==> src/rtl/best_clct_unpack_tmb.sv <==
// best_clct_unpack_tmb
//   Consumer end of the best-1-of-5 CFEB pattern sorter. Each accepted word
//   (pattern, global 1/2-strip key, ccLUT carry) is decoded into CFEB index,
//   one-hot CFEB flag, local key, sort quality and L/R bit. Words are queued
//   in a 2-entry FIFO. Words with zero quality are dropped, and CFEB indices
//   that are out of range are flagged. Saturating counters track accepted,
//   dropped and error words for VME readout.
//
// Ports
//   clock, reset_n          rising-edge clock, asynchronous active-low reset
//   in_vld / in_rdy         input handshake (accept = in_vld & in_rdy)
//   best_pat/key/carry      winning pattern word from the sorter
//   out_vld / out_rdy       output handshake (transfer = out_vld & out_rdy)
//   out_cfeb .. out_err     decoded fields of the FIFO head
//   cnt_clr                 synchronous clear of all counters
//   acc_cnt/drop_cnt/err_cnt saturating event counters
module best_clct_unpack_tmb #(
  parameter int MXPATB  = 7,
  parameter int MXKEYB  = 5,
  parameter int MXKEYBX = 8,
  parameter int MXPATC  = 11,
  parameter int MXCFEB  = 5,
  parameter int MXCNTB  = 16
) (
  input  logic                  clock,
  input  logic                  reset_n,
  input  logic                  in_vld,
  output logic                  in_rdy,
  input  logic [MXPATB-1:0]     best_pat,
  input  logic [MXKEYBX-1:0]    best_key,
  input  logic [MXPATC-1:0]     best_carry,
  output logic                  out_vld,
  input  logic                  out_rdy,
  output logic [MXKEYBX-MXKEYB-1:0] out_cfeb,
  output logic [MXCFEB-1:0]     out_cfeb_1hot,
  output logic [MXKEYB-1:0]     out_key,
  output logic [MXPATB-2:0]     out_qual,
  output logic                  out_lr,
  output logic [MXPATC-1:0]     out_carry,
  output logic                  out_err,
  input  logic                  cnt_clr,
  output logic [MXCNTB-1:0]     acc_cnt,
  output logic [MXCNTB-1:0]     drop_cnt,
  output logic [MXCNTB-1:0]     err_cnt
);

  localparam int CFB = MXKEYBX - MXKEYB;
  localparam int QB  = MXPATB - 1;
  localparam int EW  = CFB + MXCFEB + MXKEYB + QB + 1 + MXPATC + 1;
  // One extra bit so MXCFEB itself is representable for the range compare.
  localparam logic [CFB:0] CFEB_LIM = MXCFEB[CFB:0];

  // Saturating increment: holds at all-ones instead of wrapping.
  function automatic logic [MXCNTB-1:0] sat_inc(input logic [MXCNTB-1:0] v, input logic en);
    logic [MXCNTB-1:0] r;
    if (en && (v != {MXCNTB{1'b1}})) begin
      r = v + {{(MXCNTB-1){1'b0}}, 1'b1};
    end else begin
      r = v;
    end
    return r;
  endfunction

  logic          head_vld_q, head_vld_d;
  logic          buf_vld_q, buf_vld_d;
  logic [EW-1:0] head_q, head_d;
  logic [EW-1:0] buf_q, buf_d;
  logic [MXCNTB-1:0] acc_q, acc_d, drop_q, drop_d, err_q, err_d;

  logic              accept_s, push_s, pop_s, err_s;
  logic [CFB-1:0]    cfeb_s;
  logic [MXCFEB-1:0] onehot_s;
  logic [EW-1:0]     entry_s;

  // The FIFO is full only when both the head and the skid entry hold data.
  assign in_rdy   = ~(head_vld_q & buf_vld_q);
  assign accept_s = in_vld & in_rdy;
  assign push_s   = accept_s & (best_pat[MXPATB-1:1] != {QB{1'b0}});
  assign pop_s    = head_vld_q & out_rdy;
  assign cfeb_s   = best_key[MXKEYBX-1:MXKEYB];
  assign err_s    = ({1'b0, cfeb_s} >= CFEB_LIM);

  // Decode the incoming word into the FIFO entry format.
  always_comb begin
    onehot_s = {MXCFEB{1'b0}};
    for (int i = 0; i < MXCFEB; i++) begin
      onehot_s[i] = (cfeb_s == i[CFB-1:0]) & ~err_s;
    end
    entry_s = {cfeb_s, onehot_s, best_key[MXKEYB-1:0], best_pat[MXPATB-1:1],
               best_pat[0], best_carry, err_s};
  end

  // FIFO next state: head is the output register, buf is the second entry.
  always_comb begin
    head_d     = head_q;
    head_vld_d = head_vld_q;
    buf_d      = buf_q;
    buf_vld_d  = buf_vld_q;
    if (pop_s) begin
      if (buf_vld_q) begin
        head_d = buf_q;
        if (push_s) begin
          buf_d = entry_s;
        end else begin
          buf_vld_d = 1'b0;
        end
      end else begin
        if (push_s) begin
          head_d = entry_s;
        end else begin
          // Head data is kept so the outputs hold their last value.
          head_vld_d = 1'b0;
        end
      end
    end else begin
      if (push_s) begin
        if (head_vld_q) begin
          buf_d     = entry_s;
          buf_vld_d = 1'b1;
        end else begin
          head_d     = entry_s;
          head_vld_d = 1'b1;
        end
      end else begin
        head_d = head_q;
      end
    end
  end

  // Counter next state; clear wins over a coincident increment.
  always_comb begin
    if (cnt_clr) begin
      acc_d  = {MXCNTB{1'b0}};
      drop_d = {MXCNTB{1'b0}};
      err_d  = {MXCNTB{1'b0}};
    end else begin
      acc_d  = sat_inc(acc_q, accept_s);
      drop_d = sat_inc(drop_q, accept_s & ~push_s);
      err_d  = sat_inc(err_q, push_s & err_s);
    end
  end

  // State registers.
  always_ff @(posedge clock or negedge reset_n) begin
    if (!reset_n) begin
      head_q     <= {EW{1'b0}};
      head_vld_q <= 1'b0;
      buf_q      <= {EW{1'b0}};
      buf_vld_q  <= 1'b0;
      acc_q      <= {MXCNTB{1'b0}};
      drop_q     <= {MXCNTB{1'b0}};
      err_q      <= {MXCNTB{1'b0}};
    end else begin
      head_q     <= head_d;
      head_vld_q <= head_vld_d;
      buf_q      <= buf_d;
      buf_vld_q  <= buf_vld_d;
      acc_q      <= acc_d;
      drop_q     <= drop_d;
      err_q      <= err_d;
    end
  end

  assign out_vld = head_vld_q;
  assign {out_cfeb, out_cfeb_1hot, out_key, out_qual, out_lr, out_carry, out_err} = head_q;
  assign acc_cnt  = acc_q;
  assign drop_cnt = drop_q;
  assign err_cnt  = err_q;

endmodule

==> config.mk <==
export PLATFORM = sky130hd
export DESIGN_NAME = best_clct_unpack_tmb
export DESIGN_NICKNAME = d
export VERILOG_FILES = /design/src/rtl/best_clct_unpack_tmb.sv
export SDC_FILE = /design/constraint.sdc
export NUM_CORES = 1
export LEC_CHECK = 0
export CORE_ASPECT_RATIO = 2
export CORE_MARGIN = 3
export CORE_UTILIZATION = 50
export DETAILED_ROUTE_END_ITERATION = 8
export DONT_BUFFER_PORTS = 1
export SYNTH_ARGS = -nofsm -noshare
export SYNTH_HDL_FRONTEND = slang
export SYNTH_SLANG_ARGS = --single-unit
==> constraint.sdc <==
create_clock -name clock -period 2.8 [get_ports clock]
set_clock_uncertainty 0.15 [all_clocks]
set_input_delay 0.56 -clock clock [delete_from_list [all_inputs] [get_ports clock]]
set_output_delay 0.56 -clock clock [all_outputs]
set_load 0.1 [all_outputs]
# After elaboration in Yosys (flattened, before gate mapping)
# Index checks and enable logic that the tools add are counted.
# classes
addsub	3
n_lt_le_gt_ge	1
eq_ne	11
mux	24
bitwise_logic	14
reduce_logical	15
# op_table
cell	count
32-bit two-way mux	9
16-bit two-way mux	6
16-bit by 1-bit adder with 16-bit output, second input constant	3
16-bit != test, second input constant	3
2-bit nonzero test	6
1-bit bitwise AND	11
1-bit two-way mux	9
3-bit AND reduction	3
3-bit by 2-bit == test with 1-bit output, second input constant	2
2-bit != test, second input constant	3
6-bit nonzero test	1
3-bit by 1-bit == test with 1-bit output, second input constant	1
3-bit == test, second input constant	1
3-bit >= comparator, second input constant	1
1-bit logical AND	3
3-bit zero test	1
1-bit NOT	3
2-bit by 1-bit != test with 1-bit output, second input constant	1
2-bit AND reduction	1
# word_totals
register_bits	114
in_bits	31
output_inout_bits	82
word_cells	75

# Longest topological paths before layout
# Gate-level depths: netlist of the first run.
# depth
word_depth	9
depth_mapped	10
depth_no_buf	8

# Worst setup path after synthesis of the first run
# Ideal clock, no wire load.
# synth_timing
kind	register to register
from	register acc_q[0] (netlist: acc_cnt[0])
to	register acc_q[7] (netlist: acc_cnt[7])
setup_ns	0.132
arrival_ns	2.705
t_required_ns	2.518
path_slack_ns	-0.187
stages_incl_launch_ff	7
path_buffers	0
period_less_slack_ns	2.987
path_cell_list	dfrtp_1 > ha_1 > nand4_1 > nor4_1 > nand4b_1 > xor2_1 > nor2_1
# synth_via
elab_chain_cells	3
elab_cells_between_ends	6
classes_between	1 x add/sub; 1 x eq/ne; 2 x mux; 2 x reduce/logical
# synth_lines
element	line_no	text
from (decl)	68	logic [MXCNTB-1:0] acc_q, acc_d, drop_q, drop_d, err_q, err_d;
from (signal assigned)	150	acc_q <= {MXCNTB{1'b0}};
16-bit by 1-bit adder with 16-bit output or 16-bit != test (tied branches)	57, 56	
16-bit two-way mux or 1-bit logical AND (tied branches)	56	if (en && (v != {MXCNTB{1'b1}})) begin
16-bit two-way mux or 2-bit nonzero test (tied branches)	-	
# Parallel ways exist; a longest one is shown, timed or not. The select of a mux whose other input is x is not followed.
# A chain may end at the register's enable or synchronous reset.

# Final worst setup path of the first run
# layout_timing
from	register buf_vld_q
to	register err_q[15] (netlist: err_cnt[15])
# layout_via
elab_chain_cells	7
# layout_lines
element	line_no	text
from (decl)	65	logic buf_vld_q, buf_vld_d;
from (signal assigned)	157	buf_vld_q <= buf_vld_d;
1-bit bitwise AND	76	assign in_rdy = ~(head_vld_q & buf_vld_q);
1-bit NOT	76	
1-bit bitwise AND	77	assign accept_s = in_vld & in_rdy;
1-bit bitwise AND	78	assign push_s = accept_s & (best_pat[MXPATB-1:1] != {QB{1'b0}});
1-bit bitwise AND	139	err_d = sat_inc(err_q, push_s & err_s);
1-bit logical AND	56	
2-bit nonzero test (no line)	-	
to (signal assigned)	152	err_q <= {MXCNTB{1'b0}};
to (signal assigned)	160	err_q <= err_d;
to (decl)	68	
# Every way passes these cells.

==> out/results.ini, run 1 <==
[timing]
slew_headroom_pct = 37.74
rsz0062_at_grt = no
fin_crit_ns = 2.435
finalMaxSlewViolations = 0
final.period_utilization_pct = 86.95
hold_ws_ns = -0.3006
finalSetupViolCount = 0
max_freq_ghz = 0.4108
hold_violations = 114
fin_setup_tns_ns = 0
worst_pin_slew_ns = 0.9339

[floorplan]
initial_core_util_pct = 52.04
rows = 52
coreArea_um2 = 10280
fp.dieH_um = 152.3
pin_count = 113
fp.dieW_um = 79.15
die-area_um2 = 12050

[route]
vias_per_cell = 5.628
wl_per_cell_um = 17.30
drtPass1Iterations = 4
antenna_left = 0
routed_wl_um = 12550
first_iter_violations = 167
vias = 4080
drc = 0

[logic_synthesis]
syn_inst = 518
yosysTopAreaCell = dfrtp_1
synthDistinctLibCells = 45
ys_top_cells_by_area = dfrtp_1 53%, mux2_2 5.9%, mux2i_1 5.1%
syn_area_um2 = 5350
async_flop_share_pct = 100.0
synth_flop_cell = dfrtp_1
ys_seq_area_share_pct = 53.32
syn_avg_cell_area_um2 = 10.33
ys_seq_elements = 114
synth_top_area_share_pct = 53.32
yosys_warnings = 0
synth_most_common_cell = dfrtp_1
synthTopCellsByCount = 114 x dfrtp_1, 59 x nand2_1, 53 x nor2_1
syn_nets = 553
synth_edf_count = 0

[layout]
antenna_cells = 0
area_growth_pct = 23.08
layout.nets = 613
n_fill_cell = 876
multi_input_area_um2 = 2389
drive_gt1_share_pct = 23.56
regArea_um2 = 2861

[worst_setup_path]
crit_fanout = 8
required_ns = 2.94
cp.arrival_ns = 2.57
r2r_slack_ns = 0.37
critPathKind = flop to flop
end_kind = flop
critPathLaunchType = flop

[clocking]
cts_buffers = 17
clk_pin_slew_worst_paths_ns = 0.06
insertion_delay_ns = 0.40
post_cts_buffers = 0
cts_root_buffer = clkbuf_16
cts_max_level = 4
cts_max_path_buffers = 2
cts_resized = 0
cts_tree = done
cts.sinks = 114

[flow_run]
cap_violations = 0

[power_and_ir_drop]
power_density_nw_per_um2 = 1123
cellLeakagePower_nw = 2.789
vdd_drop_max_mv = 0.7351
power_mw = 7.396

[global_route]
first_global_vias = 4190
use_met1_pct = 23.42
grt-ovfl-total = 0
busiest_layer = met2
grt_util_met2_pct = 39.26
grt_max_degree = 115
grt_pass1_wl_um = 20970
antenna_found_initial = 0
grt_use_total_pct = 22.15
met3_usage_pct = 7.219

[run_status]
status = finished with violations
violations = negative hold slack

[placed_design]
port_buffers = 0
place.gp.congestion = 0.8088
dp_hpwl_um = 9016

[min_path]
hold_class = primary input to asynchronous set/reset pin

critical path: stages, from the launching register on:
cell and delay, ns:
dfrtp_1 0.46, a21bo_1 0.27, a211o_4 0.32, or4_4 0.58, nor3_1 0.18, mux2_2 0.35
cell type report:
type | count | share of cell area [%]
Clock inverter | 9 | 1.995
Tap cell | 135 | 2.565
Multi-Input combinational cell | 373 | 36.27
Clock buffer | 22 | 7.201
Sequential cell | 114 | 43.45
Inverter | 8 | 0.4560
Timing Repair Buffer | 64 | 8.056
flip-flops by register name (all words and copies together) (netlist names):
register	flops
acc_cnt	16
buf_q	32
buf_vld_q	1
drop_cnt	16
err_cnt	16
head_q	32
out_vld	1
report_power, final:
| group | switching [mW] | internal (mW) |
|---|---|---|
| clock | 0.728 | 1.46 |
| combinational | 0.862 | 0.547 |
| sequential | 1.71 | 2.08 |
| total | 3.30 | 4.09 |
placed cells by master (no fill, tap or decap), types with 2 or more instances in the layout:
master,Yosys,layout
o21ai_0,47,47
and3_1,5,4
buf_12,0,4
xor2_1,5,5
nor4b_1,2,2
mux2i_1,27,27
dfrtp_2,0,7
nor4_1,14,13
o31ai_1,2,2
and2_1,2,2
a21oi_1,16,16
a211oi_1,3,3
and4_1,2,2
nor3_1,14,14
nand4_1,8,8
clkinvlp_4,0,3
clkbuf_8,0,3
nand2_1,59,59
xnor2_1,30,30
buf_4,0,60
dfrtp_1,114,107
nor2_1,53,53
nor2b_1,4,4
o2111ai_1,3,3
or4_1,3,3
bufinv_16,0,3
clkinv_2,0,2
clkbuf_1,17,2
or3_1,5,5
inv_1,8,8
clkbuf_16,0,17
ha_1,4,4
or3b_2,2,2
mux2_2,28,28
nand3_1,17,17
nor4_2,3,4
per-stage QoR:
stage	setup slack [ns]	std cells	instance area [µm²]	utilization [%]
final	0.3655	725	6585	64.06
after global routing	0.2052	725	6585	64.06
after CTS	0.3696	725	6585	64.06
after global placement	0.2723	694	5979	58.17
after floorplan	0.02159	518	5365	-
after detailed placement	0.1843	694	5979	58.17
kinds of logic (layout without fill, tap and decap cells):
group                    count (synthesis)  count (layout)  share of synthesized area, %
AO/OA/AOI/OAI                           80              80                         8.490
buffers and inverters                   31             103                         2.385
AND/OR/NAND/NOR                        199             199                         18.19
multiplexers                            55              55                         10.94
XOR/XNOR                                35              35                         5.730
adder cells (fa/ha/maj)                  4               4                        0.9355
flip-flops                             114             114                         53.32
final timing paths:
check / startpoint / to / cells past startpoint
setup reg to reg: buf_vld_q / err_cnt[15] / 5
setup / recovery: buf_vld_q / err_cnt[15] / 5
hold / removal: reset_n / buf_q[25] / 0
hold reg to reg: buf_q[24] / buf_q[24] / 2
min in group clock: cnt_clr / drop_cnt[12] / 1
max in group asynchronous: reset_n / err_cnt[5] / 0
routing by layer:
layer	vias to the layer above	share of wire (%)
li1	1936	-
met1	1994	36
met2	121	55
met3	29	6.1
met4	0	2.6
met5	-	0
Note: power is estimated with default switching activity, not from simulation.
==> inputs of run 2 (changes only) <==
--- a/config.mk
+++ b/config.mk
@@ -10,6 +10,7 @@
 export CORE_UTILIZATION = 50
 export DETAILED_ROUTE_END_ITERATION = 8
 export DONT_BUFFER_PORTS = 1
+export SKIP_LAST_GASP = 1
 export SYNTH_ARGS = -nofsm -noshare
 export SYNTH_HDL_FRONTEND = slang
 export SYNTH_SLANG_ARGS = --single-unit
==> results of run 2 <==
Final layout, timing and power as in run 1 (identical DEF).
